**src/rtl/pmod_ad1_pkg.sv**
```systemverilog
// pmod_ad1_pkg: shared types and constants for the PmodAD1 SPI read controller.
//   state_t  - controller FSM states
//   cnt_w()  - width of a counter whose largest value is maxv (at least 1 bit)
package pmod_ad1_pkg;

    typedef enum logic [1:0] {IDLE, START, SHIFT, QUIET} state_t;

    localparam int FRAME_BITS = 16;
    localparam int LEAD_ZEROS = 4;
    localparam int DATA_BITS  = 12;
    localparam int TDATA_W    = 32;

    function automatic int cnt_w(input int maxv);
        return (maxv < 1) ? 1 : $clog2(maxv + 1);
    endfunction

endpackage

```
**src/rtl/pmod_ad1_sclk_gen.sv**
```systemverilog
// pmod_ad1_sclk_gen: SCLK half-period generator.
//   clk_i, rst_ni   clock, active-low async reset
//   en_i            run; when low the phase restarts with sclk high
//   sclk_o          raw serial clock level (idles high)
//   rise_stb_o      high in the cycle whose closing edge raises sclk
//   fall_stb_o      high in the cycle whose closing edge lowers sclk
module pmod_ad1_sclk_gen
    import pmod_ad1_pkg::*;
#(
    parameter int CLK_DIV = 2
) (
    input  logic clk_i,
    input  logic rst_ni,
    input  logic en_i,
    output logic sclk_o,
    output logic rise_stb_o,
    output logic fall_stb_o
);

    localparam int CW = cnt_w(CLK_DIV - 1);
    localparam logic [CW-1:0] CNT_MAX = CW'(CLK_DIV - 1);

    logic [CW-1:0] cnt_q, cnt_d;
    logic          sclk_q, sclk_d;
    logic          wrap;

    always_comb begin
        cnt_d  = cnt_q;
        sclk_d = sclk_q;
        wrap   = en_i && (cnt_q == CNT_MAX);
        if (!en_i) begin
            cnt_d  = '0;
            sclk_d = 1'b1;
        end else if (wrap) begin
            cnt_d  = '0;
            sclk_d = !sclk_q;
        end else begin
            cnt_d = cnt_q + 1'b1;
        end
    end

    always_ff @(posedge clk_i or negedge rst_ni) begin
        if (!rst_ni) begin
            cnt_q  <= '0;
            sclk_q <= 1'b1;
        end else begin
            cnt_q  <= cnt_d;
            sclk_q <= sclk_d;
        end
    end

    assign sclk_o     = sclk_q;
    assign rise_stb_o = wrap && !sclk_q;
    assign fall_stb_o = wrap && sclk_q;

endmodule

```
**src/rtl/pmod_ad1_ctrl.sv**
```systemverilog
// pmod_ad1_ctrl: SPI read controller for the dual AD7476A on the PmodAD1.
// Reads both channels per frame and presents them as one AXI4-Stream beat.
//   aclk, aresetn            clock, active-low reset (async assert, sync release)
//   en                       level; high = back-to-back conversions (sampled in IDLE)
//   busy                     high from CS fall through end of QUIET
//   ad1_cs, ad1_sclk         SPI chip select (active low) and clock (idles high)
//   ad1_sdin0, ad1_sdin1     channel 0/1 serial data
//   m_axis_tdata/tvalid/tready  {4'h0, ch1[11:0], 4'h0, ch0[11:0]} output stream
//   overrun, overrun_clr     only with PMOD_AD1_OVERRUN_EN: sticky dropped-sample flag
module pmod_ad1_ctrl
    import pmod_ad1_pkg::*;
#(
    parameter int CLK_DIV   = 2,
    parameter int QUIET_CYC = 4
) (
    input  logic               aclk,
    input  logic               aresetn,
    input  logic               en,
    output logic               busy,
    output logic               ad1_cs,
    output logic               ad1_sclk,
    input  logic               ad1_sdin0,
    input  logic               ad1_sdin1,
`ifdef PMOD_AD1_OVERRUN_EN
    output logic               overrun,
    input  logic               overrun_clr,
`endif
    output logic [TDATA_W-1:0] m_axis_tdata,
    output logic               m_axis_tvalid,
    input  logic               m_axis_tready
);

    localparam int BW = cnt_w(FRAME_BITS);
    localparam int QW = cnt_w(QUIET_CYC - 1);
    localparam logic [BW-1:0] BIT_LAST  = BW'(FRAME_BITS);
    localparam logic [QW-1:0] QUIET_MAX = QW'(QUIET_CYC - 1);

    logic [1:0] rst_sync_q;
    logic       rst_n;

    state_t               state_q, state_d;
    logic [BW-1:0]        bit_q, bit_d;
    logic [QW-1:0]        quiet_q, quiet_d;
    logic [DATA_BITS-1:0] sr0_q, sr0_d, sr1_q, sr1_d;
    logic [TDATA_W-1:0]   tdata_q, tdata_d;
    logic                 tvalid_q, tvalid_d;
    logic                 sclk_en, sclk_raw, rise_stb, fall_stb, frame_done;

    // Reset asserts immediately, releases two edges after aresetn rises.
    always_ff @(posedge aclk or negedge aresetn) begin
        if (!aresetn) rst_sync_q <= 2'b00;
        else          rst_sync_q <= {rst_sync_q[0], 1'b1};
    end
    assign rst_n = rst_sync_q[1];

    assign sclk_en = (state_q == START) || (state_q == SHIFT);

    pmod_ad1_sclk_gen #(.CLK_DIV(CLK_DIV)) u_sclk (
        .clk_i      (aclk),
        .rst_ni     (rst_n),
        .en_i       (sclk_en),
        .sclk_o     (sclk_raw),
        .rise_stb_o (rise_stb),
        .fall_stb_o (fall_stb)
    );

    always_comb begin
        state_d    = state_q;
        bit_d      = bit_q;
        quiet_d    = quiet_q;
        sr0_d      = sr0_q;
        sr1_d      = sr1_q;
        tdata_d    = tdata_q;
        tvalid_d   = tvalid_q;
        frame_done = 1'b0;
        unique case (state_q)
            IDLE: begin
                bit_d   = '0;
                quiet_d = '0;
                if (en) state_d = START;
            end
            START: if (fall_stb) state_d = SHIFT;
            SHIFT: begin
                // 16 bits shift through a 12-bit register: the leading
                // zeros fall off the top and only the sample remains.
                if (rise_stb) begin
                    bit_d = bit_q + 1'b1;
                    sr0_d = {sr0_q[DATA_BITS-2:0], ad1_sdin0};
                    sr1_d = {sr1_q[DATA_BITS-2:0], ad1_sdin1};
                end
                // The fall strobe after the 16th rise ends the last high phase.
                if (fall_stb && bit_q == BIT_LAST) begin
                    frame_done = 1'b1;
                    state_d    = QUIET;
                end
            end
            QUIET: begin
                if (quiet_q == QUIET_MAX) state_d = IDLE;
                else                      quiet_d = quiet_q + 1'b1;
            end
            default: state_d = IDLE;
        endcase

        // A pending beat is never overwritten; a same-edge accept frees the slot.
        if (frame_done && (!tvalid_q || m_axis_tready)) begin
            tdata_d  = {{LEAD_ZEROS{1'b0}}, sr1_q, {LEAD_ZEROS{1'b0}}, sr0_q};
            tvalid_d = 1'b1;
        end else if (tvalid_q && m_axis_tready) begin
            tvalid_d = 1'b0;
        end
    end

    always_ff @(posedge aclk or negedge rst_n) begin
        if (!rst_n) begin
            state_q  <= IDLE;
            bit_q    <= '0;
            quiet_q  <= '0;
            sr0_q    <= '0;
            sr1_q    <= '0;
            tdata_q  <= '0;
            tvalid_q <= 1'b0;
        end else begin
            state_q  <= state_d;
            bit_q    <= bit_d;
            quiet_q  <= quiet_d;
            sr0_q    <= sr0_d;
            sr1_q    <= sr1_d;
            tdata_q  <= tdata_d;
            tvalid_q <= tvalid_d;
        end
    end

`ifdef PMOD_AD1_OVERRUN_EN
    logic overrun_q, overrun_d;

    always_comb begin
        overrun_d = overrun_q;
        if (overrun_clr) overrun_d = 1'b0;
        if (frame_done && tvalid_q && !m_axis_tready) overrun_d = 1'b1;
    end

    always_ff @(posedge aclk or negedge rst_n) begin
        if (!rst_n) overrun_q <= 1'b0;
        else        overrun_q <= overrun_d;
    end

    assign overrun = overrun_q;
`endif

    // The generator's phase toggles low on the closing edge; gating keeps
    // SCLK high as soon as CS rises.
    assign ad1_cs        = !sclk_en;
    assign ad1_sclk      = sclk_en ? sclk_raw : 1'b1;
    assign busy          = (state_q != IDLE);
    assign m_axis_tdata  = tdata_q;
    assign m_axis_tvalid = tvalid_q;

endmodule

```
**config.mk**
```make
export PLATFORM = sky130hd
export DESIGN_NAME = pmod_ad1_ctrl
export DESIGN_NICKNAME = d
export VERILOG_FILES = /design/src/rtl/pmod_ad1_pkg.sv /design/src/rtl/pmod_ad1_sclk_gen.sv /design/src/rtl/pmod_ad1_ctrl.sv
export SDC_FILE = /design/constraint.sdc
export NUM_CORES = 1
export LEC_CHECK = 0
export BUFFER_PORTS_ARGS = -buffer_cell sky130_fd_sc_hd__buf_2
export CAP_MARGIN = 0
export CORE_MARGIN = 5
export CORE_UTILIZATION = 40
export CTS_BUF_LIST = sky130_fd_sc_hd__clkbuf_4 sky130_fd_sc_hd__clkbuf_8 sky130_fd_sc_hd__clkbuf_16
export DETAILED_ROUTE_END_ITERATION = 8
export RECOVER_POWER = 50
export SYNTH_ARGS = -nofsm -noshare
export SYNTH_HDL_FRONTEND = slang
export SYNTH_SLANG_ARGS = --single-unit
```
**constraint.sdc**
```tcl
create_clock -name aclk -period 4.2 [get_ports aclk]
set_input_delay 0.84 -clock aclk [delete_from_list [all_inputs] [get_ports aclk]]
set_output_delay 0.84 -clock aclk [all_outputs]
set_load 0.02 [all_outputs]
```
==> run metrics, run 1 <==
Boundary Pins 42; global-route wire length before repair just under 8 mm; Clock Tree Root sky130_fd_sc_hd__clkbuf_8; H-tree levels 3; clock tree skew after final layout 0.00809 ns; count of state elements after synthesis between 60 and 70; DRT Pass-1 Iters 4; residual overflow from global routing 0; Synth Warn # 0; post-layout power 1540 uW; Antenna Cells 0; clock-pin transition on the worst setup and hold timing paths approximately 0.070 ns; setup TNS 0 ns; share of the synthesized area in compound gates (AO/OA/AOI/OAI) 0.0205; clock tree from TritonCTS done; Layout area overhead 14.0%; status finished, final reports clean; Initial Util 0.417; post-route antenna net violation count 0; Core Footprint 6460 um2; kind of critical path flop to flop; count of routing violations after the opening detailed-route iteration 101; mean routed wirelength per cell between 10 and 15 um; DIE WIDTH 92.0 um; number of nets in the final layout 280; number of distinct library cell variants in the gate-level netlist after synthesis 34; row count 29; CP required ~4.4 ns; WHS approximately 0.27 ns; setup repair after global routing missed its margin no; Die Area about 8500 um2; final core area utilization 0.475; clock network latency to the later pin of the worst-skew pair 0.34 ns; CTS Buffer Depth 2; GP Congestion 0.674; Final setup violation count 0; largest vdd supply drop 0.237 mV; via count 1627; maximum clock rate ~430 MHz; maximum fanout encountered on the critical timing path 31; pin count of the biggest net entering global routing 61; adder and majority gate portion of the synthesized area 0.0372; antenna violations before repair 0; quantity of I/O buffers inserted on ports 33; proportion of layout cells with a drive suffix above 1 0.266; GRT Total Usage 0.119; via-per-instance ratio roughly 4.7; Arrival @ worst endpoint around 2.5 ns; clock period minus final worst setup slack 2.33 ns; overall die height between 90 and 100 um; path category of the worst min-delay check input pin to asynchronous set/reset pin; synthesized netlist cell count roughly 230; overall routed net length between 4 and 5 mm; count of unresolved DRC violations after routing 0; final slew viol count 0; dpl cells around 330; hold-fix buffer count after cts 0; combinational family with the most area after synthesis simple AND/OR/NAND/NOR gates; via count of the first global-routing pass roughly 1600; post-cts repair resize count 0; part of the Yosys area used for sequential elements 0.577; # Max-Cap Violations 0; sort of element at the start of the critical path flop; post-synthesis share of cell area spent on xor and xnor gates 0.0163; static leakage 0.00172 uW; multiplexer share of the synthesized area 0.136; number of post-CTS setup repair buffers 0; power density over cell area roughly 500 nW/um2; count of clock tree sinks 62; remaining max-slew budget at the tightest pin 0.303; sum of net half-perimeters after detailed placement 2.83 mm; number of standard cells in the layout, taps in and fillers out 348; worst-margin pin slew about 1.0 ns; Post-Synthesis Cell Area ~2700 um2; Final Hold Vio Count 0; sort of element at the end of the critical path flop; simple-gate portion of the synthesized area 0.162; post-synthesis area per instance between 10 and 15 um2; CTS Buf Count 9; share of the clock period used by the worst path after layout 0.554
Yosys cell counts:
master	count	area [um2]
sky130_fd_sc_hd__dfstp_2	1	26.3
sky130_fd_sc_hd__nor2_4	1	11.3
sky130_fd_sc_hd__buf_2	3	15.0
sky130_fd_sc_hd__nand3_1	1	5.00
sky130_fd_sc_hd__a31o_2	1	8.76
sky130_fd_sc_hd__nand2_1	77	289
sky130_fd_sc_hd__nand3_2	1	10.0
sky130_fd_sc_hd__a21o_1	1	7.51
sky130_fd_sc_hd__and4b_1	1	10.0
sky130_fd_sc_hd__mux2i_1	2	20.0
sky130_fd_sc_hd__o31ai_1	1	7.51
sky130_fd_sc_hd__a21oi_1	1	5.00
sky130_fd_sc_hd__ha_1	8	100
sky130_fd_sc_hd__buf_4	8	60.1
sky130_fd_sc_hd__o22ai_1	1	6.26
sky130_fd_sc_hd__xnor2_1	1	8.76
sky130_fd_sc_hd__o21bai_1	1	7.51
sky130_fd_sc_hd__nor2_1	7	26.3
sky130_fd_sc_hd__mux2_4	20	300
sky130_fd_sc_hd__nand4b_1	1	8.76
sky130_fd_sc_hd__nand2b_1	2	12.5
sky130_fd_sc_hd__inv_1	7	26.3
sky130_fd_sc_hd__dfrtp_1	61	1530
sky130_fd_sc_hd__o21ai_0	1	5.00
sky130_fd_sc_hd__nand4bb_4	1	27.5
sky130_fd_sc_hd__mux2_2	4	45.0
sky130_fd_sc_hd__buf_6	2	22.5
sky130_fd_sc_hd__nor3_1	1	5.00
sky130_fd_sc_hd__a22oi_1	1	7.51
sky130_fd_sc_hd__nand3_4	1	17.5
sky130_fd_sc_hd__nand4_1	2	12.5
sky130_fd_sc_hd__xor2_1	4	35.0
sky130_fd_sc_hd__conb_1	2	7.51
sky130_fd_sc_hd__clkbuf_1	2	7.51
cells by family after synthesis:
kind of cell,after synthesis
mux,26
flops,62
simple gates,96
buf+inv,22
xor+xnor,5
fa+ha+maj,8
compound gates,8
other cells,2
worst max-delay path, stage by stage, from the launching register on:
cell and delay (ns):
sky130_fd_sc_hd__dfrtp_1 0.37, sky130_fd_sc_hd__inv_1 0.09, sky130_fd_sc_hd__ha_1 0.38, sky130_fd_sc_hd__and4b_1 0.93
sky130_fd_sc_hd__nand4_1 0.21, sky130_fd_sc_hd__xor2_1 0.17, sky130_fd_sc_hd__nor2_1 0.05
layout make-up:
type,count,area [um2]
clock buffers,11,151
fillers,603,3390
inverters,7,26.3
flip-flops and latches,62,1550
clock inverters,5,56.3
repair buffers,34,164
well taps,77,96.3
multi-input cells,152,1020
flip-flops by register name, indices dropped and copies added, names as in the netlist:
register       flops
bit_q              5
m_axis_tdata      24
m_axis_tvalid      1
quiet_q            2
rst_sync_q         2
sr0_q             12
sr1_q             12
state_q            2
u_sclk.cnt_q       1
u_sclk.sclk_o      1
power by group:
group	internal, uW	leakage, uW	switching (uW)
clock	306	0.000106	230
combinational	110	0.000776	189
sequential	659	0.000840	47.7
layout by cell type, fill, tap and decap left out, drive strengths merged, types with 3 or more instances in the layout:
cell	Yosys	routed
nand2	77	77
mux2	24	24
dfrtp	61	61
nand3	3	3
buf	13	27
ha	8	8
nor2	8	8
conb	2	9
xor2	4	4
clkbuf	2	18
inv	7	8
worst paths after layout:
check	depth (start not counted)	startpoint	endpoint	slack, ns
max in group asynchronous	1	rst_sync_q[1]	bit_q[2]	3.32
hold reg to reg	0	rst_sync_q[0]	rst_sync_q[1]	0.35
setup reg to reg	6	state_q[0]	bit_q[4]	1.87
setup / recovery	6	state_q[0]	bit_q[4]	1.87
min in group aclk	0	rst_sync_q[0]	rst_sync_q[1]	0.35
hold / removal	1	aresetn	rst_sync_q[0]	0.27
metrics by stage:
stage               setup WS (ns)  area (um2)
floorplan                    2.35        2720
global placement             1.89        2880
detailed placement           1.80        2880
CTS                          1.80        3090
global route                 1.64        3070
finish                       1.87        3070
layer usage:
| metal | routed length (um) | global-route usage | vias to the layer above |
|---|---|---|---|
| li1 | - | - | 792 |
| met5 | 0 | 0 | - |
| met4 | 107 | 0.0668 | 0 |
| met2 | 1950 | 0.168 | 40 |
| met3 | 266 | 0.0491 | 10 |
| met1 | 2030 | 0.154 | 785 |
Note: power is estimated with default switching activity, not from simulation.
==> run 2: changes to the inputs <==
==> constraint.sdc (replaced) <==
create_clock -name aclk -period 2.25 [get_ports aclk]
set_input_delay 0.45 -clock aclk [delete_from_list [all_inputs] [get_ports aclk]]
set_output_delay 0.45 -clock aclk [all_outputs]
set_load 0.02 [all_outputs]
==> run 2 against run 1 <==
Hold slack improved by 0.042 ns. Design area rose by 0.24%. Final cell count rose by 1.1%. Critical path type unchanged. Largest cell class unchanged.
==> run metrics, run 2 (same netlist as run 1, synthesis figures left out) <==
clock-pin transition on the worst setup and hold timing paths 0.07 ns; GRT Total Usage 0.123; R2R Path Start state_q[0]; maximum clock rate between 500 and 600 MHz; clock tree from TritonCTS done; CP required between 2 and 2.5 ns; end point of the critical path m_axis_tdata[1]; Final setup violation count 0; worst-case reg-to-reg path depth 7; sort of element at the end of the critical path flop; DRT Pass-1 Iters 3; Final Hold Vio Count 0; count of routing violations after the opening detailed-route iteration 75; cell internal pwr between 1500 and 2000 uW; remaining max-slew budget at the tightest pin 0.0103; path category of the worst min-delay check input pin to flop; most common cell after layout, fill and taps aside sky130_fd_sc_hd__nand2_1; Die Area ~8500 um2; final slew viol count 0; via count between 1500 and 2000; static leakage approximately 0.0017 uW; post-route antenna net violation count 0; via-per-instance ratio approximately 4.7; register-to-register path setup slack approximately 0.28 ns; status finished, final reports clean; pre-CTS setup slack around 0.29 ns; WHS between 0.3 and 0.4 ns; post-layout power 2760 uW; CTS Buf Count 9; global-route wire length before repair a little over 8 mm; kind of critical path flop to flop; DIE WIDTH roughly 90 um; setup slack of the critical path after layout 0.277 ns; setup TNS 0 ns; largest vdd supply drop 0.402 mV; # Max-Cap Violations 0; residual overflow from global routing 0; Layout area overhead 14.3%; Core Footprint between 6000 and 7000 um2; most used cells in the layout excluding fill and tap cells 77 x sky130_fd_sc_hd__nand2_1, 60 x sky130_fd_sc_hd__dfrtp_1, 24 x sky130_fd_sc_hd__buf_2; mean routed wirelength per cell 13.3 um; post-cts repair resize count 0; share of the clock period used by the worst path after layout 0.877; sum of net half-perimeters after detailed placement between 2 and 3 mm; Arrival @ worst endpoint 2.18 ns; Boundary Pins 42; Comb power frac 0.212; overall die height 92.0 um; overall routed net length 4.66 mm; Initial Util 0.417; power density over cell area around 900 nW/um2; H-tree levels 3; via count of the first global-routing pass between 1500 and 2000; clock tree skew after final layout around 0.0085 ns; number of standard cells in the layout, taps in and fillers out roughly 350; Antenna Cells 0; proportion of layout cells with a drive suffix above 1 0.273; critical path launch point state_q[0]; total net switching power between 900 and 1000 uW; dpl cells about 340; net switching fraction of the power 0.331; pin count of the biggest net entering global routing 61; Clock Tree Root sky130_fd_sc_hd__clkbuf_8; part of the power in the clock network 0.307; quantity of I/O buffers inserted on ports 33; count of unresolved DRC violations after routing 0; sort of element at the start of the critical path flop; clock network latency to the later pin of the worst-skew pair 0.33 ns; CTS Buffer Depth 2; count of clock tree sinks 62; clock period minus final worst setup slack about 2.0 ns; setup repair after global routing missed its margin no; GP Congestion approximately 0.80; maximum fanout encountered on the critical timing path 24; worst-margin pin slew 1.48 ns; antenna violations before repair 0; max FFs per register 24; part of the power in registers 0.481; row count 29; number of nets in the final layout between 200 and 300; end of the worst register-to-register path m_axis_tdata[1]
==> run 2: routing by layer <==
metal | vias up | GRT usage | wire length [um]
met3 | 8 | 0.0344 | 220
met1 | 797 | 0.161 | 2290
met5 | - | 0 | 0
li1 | 803 | - | -
met2 | 35 | 0.184 | 2070
met4 | 0 | 0.0705 | 85
==> run 2: power groups by stage <==
stage	Sequential, uW	Combinational [uW]	Clock (uW)
2_1_floorplan	1340	451	0
3_3_place_gp	1340	576	0
3_5_place_dp	1350	587	0
4_1_cts	1330	596	877
5_1_grt	1350	656	936
6_report	1330	583	846
==> run 2: layout make-up <==
type / count / area (um2)
fill: 612 / 3380
tap: 77 / 96.3
timing repair buffer: 38 / 191
inverter: 7 / 26.3
sequential: 62 / 1550
clock buffer: 9 / 124
multi-input combinational: 152 / 1030
clock inverter: 7 / 51.3
==> run 2: worst min-delay path by stage <==
stage,to,start,cells after the start
2_1_floorplan,rst_sync_q[0],aresetn,0
3_3_place_gp,rst_sync_q[0],aresetn,1
6_report,sr0_q[0],ad1_sdin0,3
5_1_grt,sr0_q[0],ad1_sdin0,3
3_5_place_dp,rst_sync_q[0],aresetn,1
4_1_cts,m_axis_tdata[23],rst_sync_q[1],1
==> run 2: worst max-delay path: stages, from the launching register on <==
cell and delay (ns):
sky130_fd_sc_hd__dfrtp_1 0.38, sky130_fd_sc_hd__inv_1 0.10, sky130_fd_sc_hd__ha_1 0.39, sky130_fd_sc_hd__nand3_2 0.12, sky130_fd_sc_hd__nor2_4 0.06, sky130_fd_sc_hd__nand3_4 0.06
sky130_fd_sc_hd__buf_4 0.37, sky130_fd_sc_hd__mux2_2 0.38
==> run 2: metrics by stage <==
step,utilization,cell area (um2)
6_report,0.476,3080
3_3_place_gp,0.452,2920
4_1_cts,0.480,3100
5_1_grt,0.476,3080
3_5_place_dp,0.452,2920
2_1_floorplan,-,2720
==> run 2: what timing repair did <==
item,CTS,global route
setup buffers,0,0
hold endpoints to repair,2,0
hold buffers,1,0
